`config.mk`:
```
export PLATFORM = sky130hd
export DESIGN_NAME = fetch_pc_unit
export DESIGN_NICKNAME = d
export VERILOG_FILES = /design/src/rtl/fetch_pc_unit.sv
export SDC_FILE = /design/constraint.sdc
export NUM_CORES = 1
export LEC_CHECK = 0
export ABC_AREA = 1
export BUFFER_PORTS_ARGS = -buffer_cell sky130_fd_sc_hd__buf_2
export CAP_MARGIN = 25
export CORE_MARGIN = 3
export CORE_UTILIZATION = 53
export DETAILED_ROUTE_END_ITERATION = 7
export MAX_ROUTING_LAYER = met4
export PLACE_DENSITY = 0.87
export REMOVE_ABC_BUFFERS = 1
export SLEW_MARGIN = 20
export SYNTH_ARGS = -nofsm -noshare
export SYNTH_HDL_FRONTEND = slang
export SYNTH_SLANG_ARGS = --single-unit
```
`constraint.sdc`:
```
create_clock -name clk_i -period 3.46 [get_ports clk_i]
set_input_delay 0.346 -clock clk_i [delete_from_list [all_inputs] [get_ports clk_i]]
set_output_delay 0.346 -clock clk_i [all_outputs]
set_load 0.01 [all_outputs]
```
`src/rtl/fetch_pc_unit.sv`:
```
// Program counter and single-outstanding instruction fetch front end with EX redirect/flush.
// Optional misaligned-target trap is enabled by defining FETCH_MISALIGN_TRAP_EN.
module fetch_pc_unit #(
  parameter logic [31:0] RESET_PC = 32'h0000_0000,
  parameter logic [31:0] TRAP_VEC = 32'h0000_0100
) (
  input  logic        clk_i,
  input  logic        rst_ni,
  input  logic        pcjump_i,
  input  logic        rs1pc_i,
  input  logic [31:0] ex_pc_i,
  input  logic [31:0] ex_imm_i,
  input  logic [31:0] rs1data_i,
  output logic        imem_req_o,
  output logic [31:0] imem_addr_o,
  input  logic        imem_ack_i,
  input  logic [31:0] imem_rdata_i,
  output logic        if_valid_o,
  input  logic        if_ready_i,
  output logic [31:0] if_pc_o,
  output logic [31:0] if_instr_o,
  output logic        fetch_misalign_o
);

  typedef enum logic [1:0] {StIdle, StFetch, StHold, StFlush} state_e;

  state_e      state_q, state_d;
  logic [31:0] pc_q, pc_d;
  logic [31:0] addr_q, addr_d;
  logic        if_valid_q, if_valid_d;
  logic [31:0] if_pc_q, if_pc_d;
  logic [31:0] if_instr_q, if_instr_d;
  logic        misalign_q, misalign_d;
  logic [31:0] raw_tgt;
  logic [31:0] tgt;

  always_comb begin
    raw_tgt = rs1pc_i ? ((rs1data_i + ex_imm_i) & ~32'h1) : (ex_pc_i + ex_imm_i);
`ifdef FETCH_MISALIGN_TRAP_EN
    tgt        = raw_tgt[1] ? TRAP_VEC : raw_tgt;
    misalign_d = pcjump_i & raw_tgt[1];
`else
    tgt        = raw_tgt & ~32'h3;
    misalign_d = 1'b0;
`endif
  end

  always_ff @(posedge clk_i or negedge rst_ni) begin
    if (!rst_ni) begin
      state_q    <= StIdle;
      pc_q       <= RESET_PC;
      addr_q     <= RESET_PC;
      if_valid_q <= 1'b0;
      if_pc_q    <= 32'h0;
      if_instr_q <= 32'h0;
      misalign_q <= 1'b0;
    end else begin
      state_q    <= state_d;
      pc_q       <= pc_d;
      addr_q     <= addr_d;
      if_valid_q <= if_valid_d;
      if_pc_q    <= if_pc_d;
      if_instr_q <= if_instr_d;
      misalign_q <= misalign_d;
    end
  end

  always_comb begin
    state_d    = state_q;
    pc_d       = pc_q;
    addr_d     = addr_q;
    if_valid_d = if_valid_q;
    if_pc_d    = if_pc_q;
    if_instr_d = if_instr_q;
    unique case (state_q)
      StIdle: begin
        state_d = StFetch;
        addr_d  = pc_q;
        if (pcjump_i) begin
          pc_d   = tgt;
          addr_d = tgt;
        end
      end
      StFetch: begin
        if (pcjump_i) begin
          pc_d = tgt;
          if (imem_ack_i) begin
            addr_d  = tgt;
            state_d = StFetch;
          end else begin
            // Request already in flight: wait out its ack before reissuing.
            state_d = StFlush;
          end
        end else if (imem_ack_i) begin
          if_instr_d = imem_rdata_i;
          if_pc_d    = addr_q;
          if_valid_d = 1'b1;
          state_d    = StHold;
        end
      end
      StHold: begin
        if (pcjump_i) begin
          pc_d    = tgt;
          addr_d  = tgt;
          state_d = StFetch;
        end else if (if_ready_i) begin
          pc_d       = pc_q + 32'd4;
          addr_d     = pc_q + 32'd4;
          if_valid_d = 1'b0;
          state_d    = StFetch;
        end
      end
      StFlush: begin
        if (pcjump_i) begin
          pc_d = tgt;
          if (imem_ack_i) begin
            addr_d  = tgt;
            state_d = StFetch;
          end
        end else if (imem_ack_i) begin
          addr_d  = pc_q;
          state_d = StFetch;
        end
      end
      default: state_d = StIdle;
    endcase
    // A redirect always kills the held instruction.
    if (pcjump_i) begin
      if_valid_d = 1'b0;
    end
  end

  always_comb begin
    imem_req_o       = (state_q == StFetch) || (state_q == StFlush);
    imem_addr_o      = addr_q;
    if_valid_o       = if_valid_q;
    if_pc_o          = if_pc_q;
    if_instr_o       = if_instr_q;
    fetch_misalign_o = misalign_q;
  end

endmodule

```
==> key figures, run 1 <==
Clocking
  • Post-CTS Resized: 0
  • Cts bufs inserted: 17
  • Hold Buf Count CTS: 0
  • Clock tree sinks: 131
  • Worst-Skew Late Latency: 430 ps
  • Clock tree buffer depth: 2
  • Setup Fix Bufs, Post-CTS: 0
  • TritonCTS clock tree: yes
  • Worst-path clk slew: 70 ps
  • CTS root buf: clkbuf_16
  • H-tree depth: 4

Finish
  • Final antenna diode count: 0
  • Final std cells w/o fill: 2873
  • Fillers: 2348
  • Syn-to-layout area delta: 15.1%
  • Post-route cell area: 0.0151 mm²
  • Layout cell share with drive strength beyond 1: 0.130
  • Final net count: 2736

Synthesis
  • Flop and latch count out of synthesis: 131
  • Sequential-to-total area share from yosys stat: 0.250
  • Avg Cell Area, Syn: 5.60 µm²
  • Synthesized instance count: 2342
  • YS warnings: 0
  • Unique cell type count in the Yosys netlist: 43
  • Post-Syn Area: 0.0131 mm²

Hold path
  • HP Class: in -> async

Route
  • DRT Wirelength: 45.4 mm
  • 1st-pass router iterations: 6
  • Post-detailed-route count of antenna-violating nets: 0
  • Metal2 WL: 20.4 mm
  • Wire per inst: 15.8 µm
  • Metal-1 WL: 19.1 mm
  • Vias: 15600
  • WL met3: 4.27 mm
  • DRC viols: 0
  • Max Used Layer: met4
  • Initial drt markers: 1667
  • Post-DR vias/cell: 5.44

STA
  • Slew @ Worst Pin: 1000 ps
  • Slew HR: 0.332
  • Setup TNS: 0 ps
  • Fmax achieved: 386 MHz
  • Period utilization: 0.748
  • Final Skew: 11.7 ps
  • Min Hold Slack: -19.8 ps
  • Max Slew Vio Count: 0
  • Minimum clock period: 2590 ps
  • Final setup vio count: 0
  • RSZ-0062 raised after global routing: false
  • Final hold violations: 8

Floorplanning
  • Total die area: 0.0267 mm²
  • FP Rows: 56
  • Ports: 233
  • Starting Density: 0.549
  • Die height: 163 µm
  • CORE AREA: 0.0239 mm²
  • Die Wd: 163 µm

Status
  • Outcome: finished with violations
  • Failing checks: hold timing

Setup path
  • Crit path arrival time: 2870 ps
  • Buffers & Inverters on Critical Path: 2
  • Worst Reg-to-Reg Cells: 14
  • CP Launch Type: flip-flop
  • CP max stage cell: dfrtp_1
  • Setup Crit Path Kind: reg -> reg
  • CP delay by family, top: simple AND/OR/NAND/NOR gates
  • Crit-path max cell delay: 530 ps
  • Critical Path End Type: flip-flop
  • CP Max Fanout: 7
  • Critical Path, Cell by Cell: ha_1 > nand2_1 > nor2_1 > inv_2 > nor2_2 > nand2_1 > nor2_2 > inv_2 > a21oi_1 > o21ai_0 > nand3_1 > o21ai_0 > nand2_1 > o21ai_1
  • Crit. path cell count: 14
  • Cell mode on critical path: nand2_1
  • Critical Path RT: 3740 ps

Place
  • Final GP Congestion: 1.04
  • Placed Cells incl. Taps: 2841
  • Placed Area: 0.0145 mm²
  • Post-DP HPWL: 34.6 mm
  • PortBufs: 231

GRT
  • Largest net degree at the start of global routing: 91
  • Vias in the first global route: 14200
  • Initial antenna violation count: 0
  • GRT Total Usage: 0.345
  • First-pass GRT wire length: 71.6 mm
  • GR Overflow Total: 0

Power
  • VDD IR max: 355 µV
  • PD cells: 529 mW/mm²
  • Static Leak: 9.26 nW

Job
  • Max-cap violations: 0
[metrics by stage]
stage           util  power, mW  setup WS [ps]  hold slack [ps]
2_1_floorplan      -       4.70            624             50.4
3_3_place_gp   0.607       5.99            716              446
3_5_place_dp   0.607       6.10            752              453
4_1_cts        0.631       7.94           1010             30.9
5_1_grt        0.631       8.57            740             27.2
6_report       0.631       7.98            870            -19.8
[registers in the layout, indices dropped and copies added, names as in the netlist]
signal	count
if_instr_o	32
if_pc_o	32
imem_addr_o	32
pc_q	32
state_q	2
if_valid_o	1
[cell usage after synthesis (all sizes together)]
cell type | number | area (µm²)
a211oi | 1 | 7.51
a21o | 2 | 15.0
a21oi | 79 | 395
a22oi | 1 | 7.51
a311oi | 1 | 8.76
a31oi | 11 | 68.8
and2 | 4 | 25.0
and3 | 2 | 12.5
buf | 34 | 190
clkbuf | 36 | 135
clkinv | 2 | 7.51
conb | 1 | 3.75
dfrtp | 131 | 3280
ha | 61 | 763
inv | 389 | 1460
nand2 | 1040 | 3910
nand3 | 202 | 1010
nand3b | 12 | 103
nand4 | 13 | 81.3
nor2 | 145 | 612
nor3 | 23 | 115
nor4 | 5 | 37.5
o211ai | 2 | 15.0
o21ai | 92 | 464
o21bai | 6 | 45.0
o221ai | 12 | 105
o22ai | 9 | 56.3
or2 | 20 | 125
xnor2 | 4 | 35.0
xor2 | 2 | 17.5
[power by group]
group	leakage [nW]	internal, mW	switching (mW)
Combinational	7.35	1.27	2.33
Sequential	1.63	2.09	0.469
Clock	0.285	0.968	0.850
[final cells by class]
type / instances / area [µm²] / area share
Clock inverter: 15 / 155 / 0.0103
Sequential cell: 131 / 3280 / 0.217
Clock buffer: 17 / 425 / 0.0282
Timing Repair Buffer: 250 / 1320 / 0.0873
Tap cell: 319 / 399 / 0.0265
Inverter: 391 / 1470 / 0.0973
Multi-Input combinational cell: 1750 / 8040 / 0.533
[kinds of logic after synthesis]
| kind of cell | count (synthesis) | share of synthesized area |
|---|---|---|
| XOR/XNOR | 6 | 0.00401 |
| adder cells (fa/ha/maj) | 61 | 0.0582 |
| other | 1 | 0.000286 |
| AO/OA/AOI/OAI | 216 | 0.0906 |
| AND/OR/NAND/NOR | 1466 | 0.460 |
| buffers and inverters | 461 | 0.137 |
| flip-flops | 131 | 0.250 |
[per-layer routing]
metal / GRT usage / up-vias
li1: - / 7650
met1: 0.460 / 7005
met2: 0.547 / 853
met3: 0.0353 / 108
met4: 0.125 / 0
met5: - / -
[final timing paths]
path                                   from             end  slack (ps)
max reg2reg                         pc_q[2]        pc_q[10]         870
max in group asynchronous            rst_ni     if_pc_o[24]        2720
max                                 pc_q[2]        pc_q[10]         870
min in group clk_i         imem_rdata_i[12]  if_instr_o[12]         110
min reg2reg                     if_pc_o[21]     if_pc_o[21]         470
min                                  rst_ni  if_instr_o[12]         -20
[worst register-to-register path: cells and delay by family, from the launching register on]
kind	cells	cell delay [ps]
AOI/OAI and AO/OA	4	400
adders and majority gates	1	390
buffers and inverters	2	200
DFF	1	530
and+or+nand+nor	7	940
[cells in the final DEF (no fill, tap or decap), types with 3 or more instances in the layout]
cell and count:
nor2_2 9, nand4_1 13, o21ai_1 17, a21oi_1 79
nand3b_1 11, o21ai_0 74, nor4_1 4, inv_6 4
and2_1 4, nand2_2 3, nand3_1 202, dfrtp_1 131
inv_8 7, o21bai_1 6, ha_1 61, clkbuf_16 17
o221ai_1 12, buf_4 18, or2_2 18, nor2_1 132
xnor2_1 4, a31oi_1 11, buf_2 230, o22ai_1 9
inv_1 377, nand2_1 1037, nor3_1 23, inv_2 12
Note: power is estimated with default switching activity, not from simulation.
==> run 2: changes to the inputs <==
clock period = 2.53 ns   (was 3.46 ns; I/O delays follow)
==> run 2 against run 1 <==
The run ends with DRC left. Final area is 3.9% higher. Flip-flop and latch count stayed put. Core utilization is 2.5 points higher. Sequential share of layout area is 0.82 points lower. Global-route usage is 2.5 points higher. Count of clock-buffer cells in the layout stayed put. Critical endpoint is now pc_q[18].
==> key figures, run 2 (synthesis gave the netlist of run 1 again) <==
Status
  • Outcome: finished with violations
  • Failing checks: DRC

STA
  • Final hold violations: 0
  • Worst Slack Setup Final: 158 ps
  • Final setup vio count: 0
  • Slew HR: 0.531
  • Period utilization: 0.938
  • Slew @ Worst Pin: 703 ps
  • Minimum clock period: 2370 ps
  • RSZ-0062 raised after global routing: false
  • Fmax achieved: 422 MHz
  • Final Skew: 10.5 ps
  • Max Slew Vio Count: 0
  • Setup TNS: 0 ps

Route
  • Post-detailed-route count of antenna-violating nets: 0
  • Initial drt markers: 1936
  • Wire per inst: 16.4 µm
  • DRC viols: 1
  • DRT Wirelength: 48.2 mm
  • Vias: 15700
  • 1st-pass router iterations: 8
  • Post-DR vias/cell: 5.33

Clocking
  • H-tree depth: 4
  • TritonCTS clock tree: yes
  • Worst-path clk slew: 70 ps
  • CTS root buf: clkbuf_16
  • Clock tree sinks: 131
  • Clock tree buffer depth: 2
  • Cts bufs inserted: 17
  • Worst-Skew Late Latency: 430 ps

Setup path
  • Crit path arrival time: 2690 ps
  • FF-to-FF Start: pc_q[2]
  • Critical Path, Cell by Cell: ha_1 > nand2_1 > nor2_1 > inv_2 > nor2_2 > nand2_1 > nor2_2 > inv_2 > nor2_2 > xnor2_1 > o21ai_1 > nand2_1 > nand2_1 > nand2_1 > nand2_1
  • CP max stage cell: dfrtp_2
  • Worst Reg-to-Reg Cells: 15
  • Last element of the critical path: pc_q[18]
  • Critical Path RT: 2850 ps
  • CP Max Fanout: 7
  • Setup Crit Path Kind: reg -> reg
  • Reg2reg end: pc_q[18]
  • Critical Path End Type: flip-flop
  • Worst reg2reg setup slack: 160 ps
  • Cell mode on critical path: nand2_1
  • CP Launch Type: flip-flop
  • Crit path launch: pc_q[2]
  • Crit-path max cell delay: 490 ps

Floorplanning
  • Starting Density: 0.549
  • Die Wd: 163 µm
  • Total die area: 0.0267 mm²
  • Ports: 233
  • CORE AREA: 0.0239 mm²
  • Die height: 163 µm
  • FP Rows: 56

Place
  • Post-DP HPWL: 37.4 mm
  • Post-place setup slack: -61.7 ps
  • Final GP Congestion: 1.01
  • PortBufs: 231

GRT
  • GRT Total Usage: 0.370
  • Vias in the first global route: 14900
  • Initial antenna violation count: 1
  • First-pass GRT wire length: 76.3 mm
  • GR Overflow Total: 0
  • Largest net degree at the start of global routing: 85

Power
  • VDD IR max: 610 µV
  • Static Leak: 9.61 nW
  • PD cells: 712 mW/mm²

Finish
  • Most frequent cells in the layout: nand2_1 (1037), inv_1 (377), buf_2 (230)
  • Layout cell share with drive strength beyond 1: 0.154
  • Final net count: 2808
  • Syn-to-layout area delta: 19.6%
  • Commonest non-fill, non-tap cell in the layout: nand2_1

Hold path
  • HP Class: in -> reg

Job
  • Max-cap violations: 0
-- run 2: changes by cell type in the layout (fill, tap and decap cells not counted), sizes merged --
cell         delta
buf            +71
clkinv          +1
clkinvlp        +2
diode           +1
dlygate4sd3     +1
inv             -3
-- run 2: where the power goes --
part | switching (mW) | internal, mW | leakage (nW)
clock network | 1.18 | 1.32 | 0.277
registers | 0.665 | 2.86 | 1.62
logic | 3.26 | 1.88 | 7.71
-- run 2: area by class of cell --
class                           instances  area [µm²]
Multi-Input combinational cell       1750        8050
Antenna cell                            1        2.50
Sequential cell                       131        3280
Clock inverter                         15         160
Timing Repair Buffer                  322        1900
Inverter                              391        1470
Clock buffer                           17         425
Tap cell                              319         399
Fill cell                            2225        8210
-- run 2: worst min path at each step --
stage	startpoint	to	slack [ps]	depth (start not counted)
after floorplan	rst_ni	if_instr_o[0]	-40	0
after global placement	rst_ni	if_instr_o[17]	220	1
after detailed placement	rst_ni	if_instr_o[26]	230	1
after CTS	imem_rdata_i[29]	if_instr_o[29]	20	3
after global routing	imem_rdata_i[7]	if_instr_o[7]	40	3
final	imem_rdata_i[29]	if_instr_o[29]	20	3
-- run 2: critical path, delay by kind of cell (launching register included) --
| kind | cells | cell delay [ps] |
|---|---|---|
| DFF | 1 | 490 |
| and+or+nand+nor | 10 | 1200 |
| adders and majority gates | 1 | 230 |
| buffers and inverters | 2 | 150 |
| xor gates and xnor gates | 1 | 120 |
| AOI/OAI and AO/OA | 1 | 70 |
-- run 2: metrics by stage --
step                utilization  hold WS [ps]  power (mW)  instance area, µm²  instances
finish                    0.656          16.9        11.2               15700       2946
detailed placement        0.630           226        8.55               15100       2910
global placement          0.630           221        8.40               15100       2910
CTS                       0.655          15.0        11.1               15700       2943
floorplan                     -         -42.6        6.42               12800       2272
global route              0.656          37.4        12.0               15700       2946
-- run 2: routing by layer --
metal / track usage / wire [µm] / up-vias
met4: 0.123 / 1700 / 0
li1: - / - / 7791
met5: - / 0 / -
met1: 0.478 / 20200 / 7015
met2: 0.599 / 22000 / 782
met3: 0.0512 / 4240 / 126
-- run 2: timing repair --
| item | in CTS | in global routing |
|---|---|---|
| setup endpoints to repair | 0 | 5 |
| hold buffers | 1 | 0 |
| hold endpoints to repair | 43 | 0 |
| buffers inserted | 0 | 2 |
| gates resized for setup | 0 | 2 |
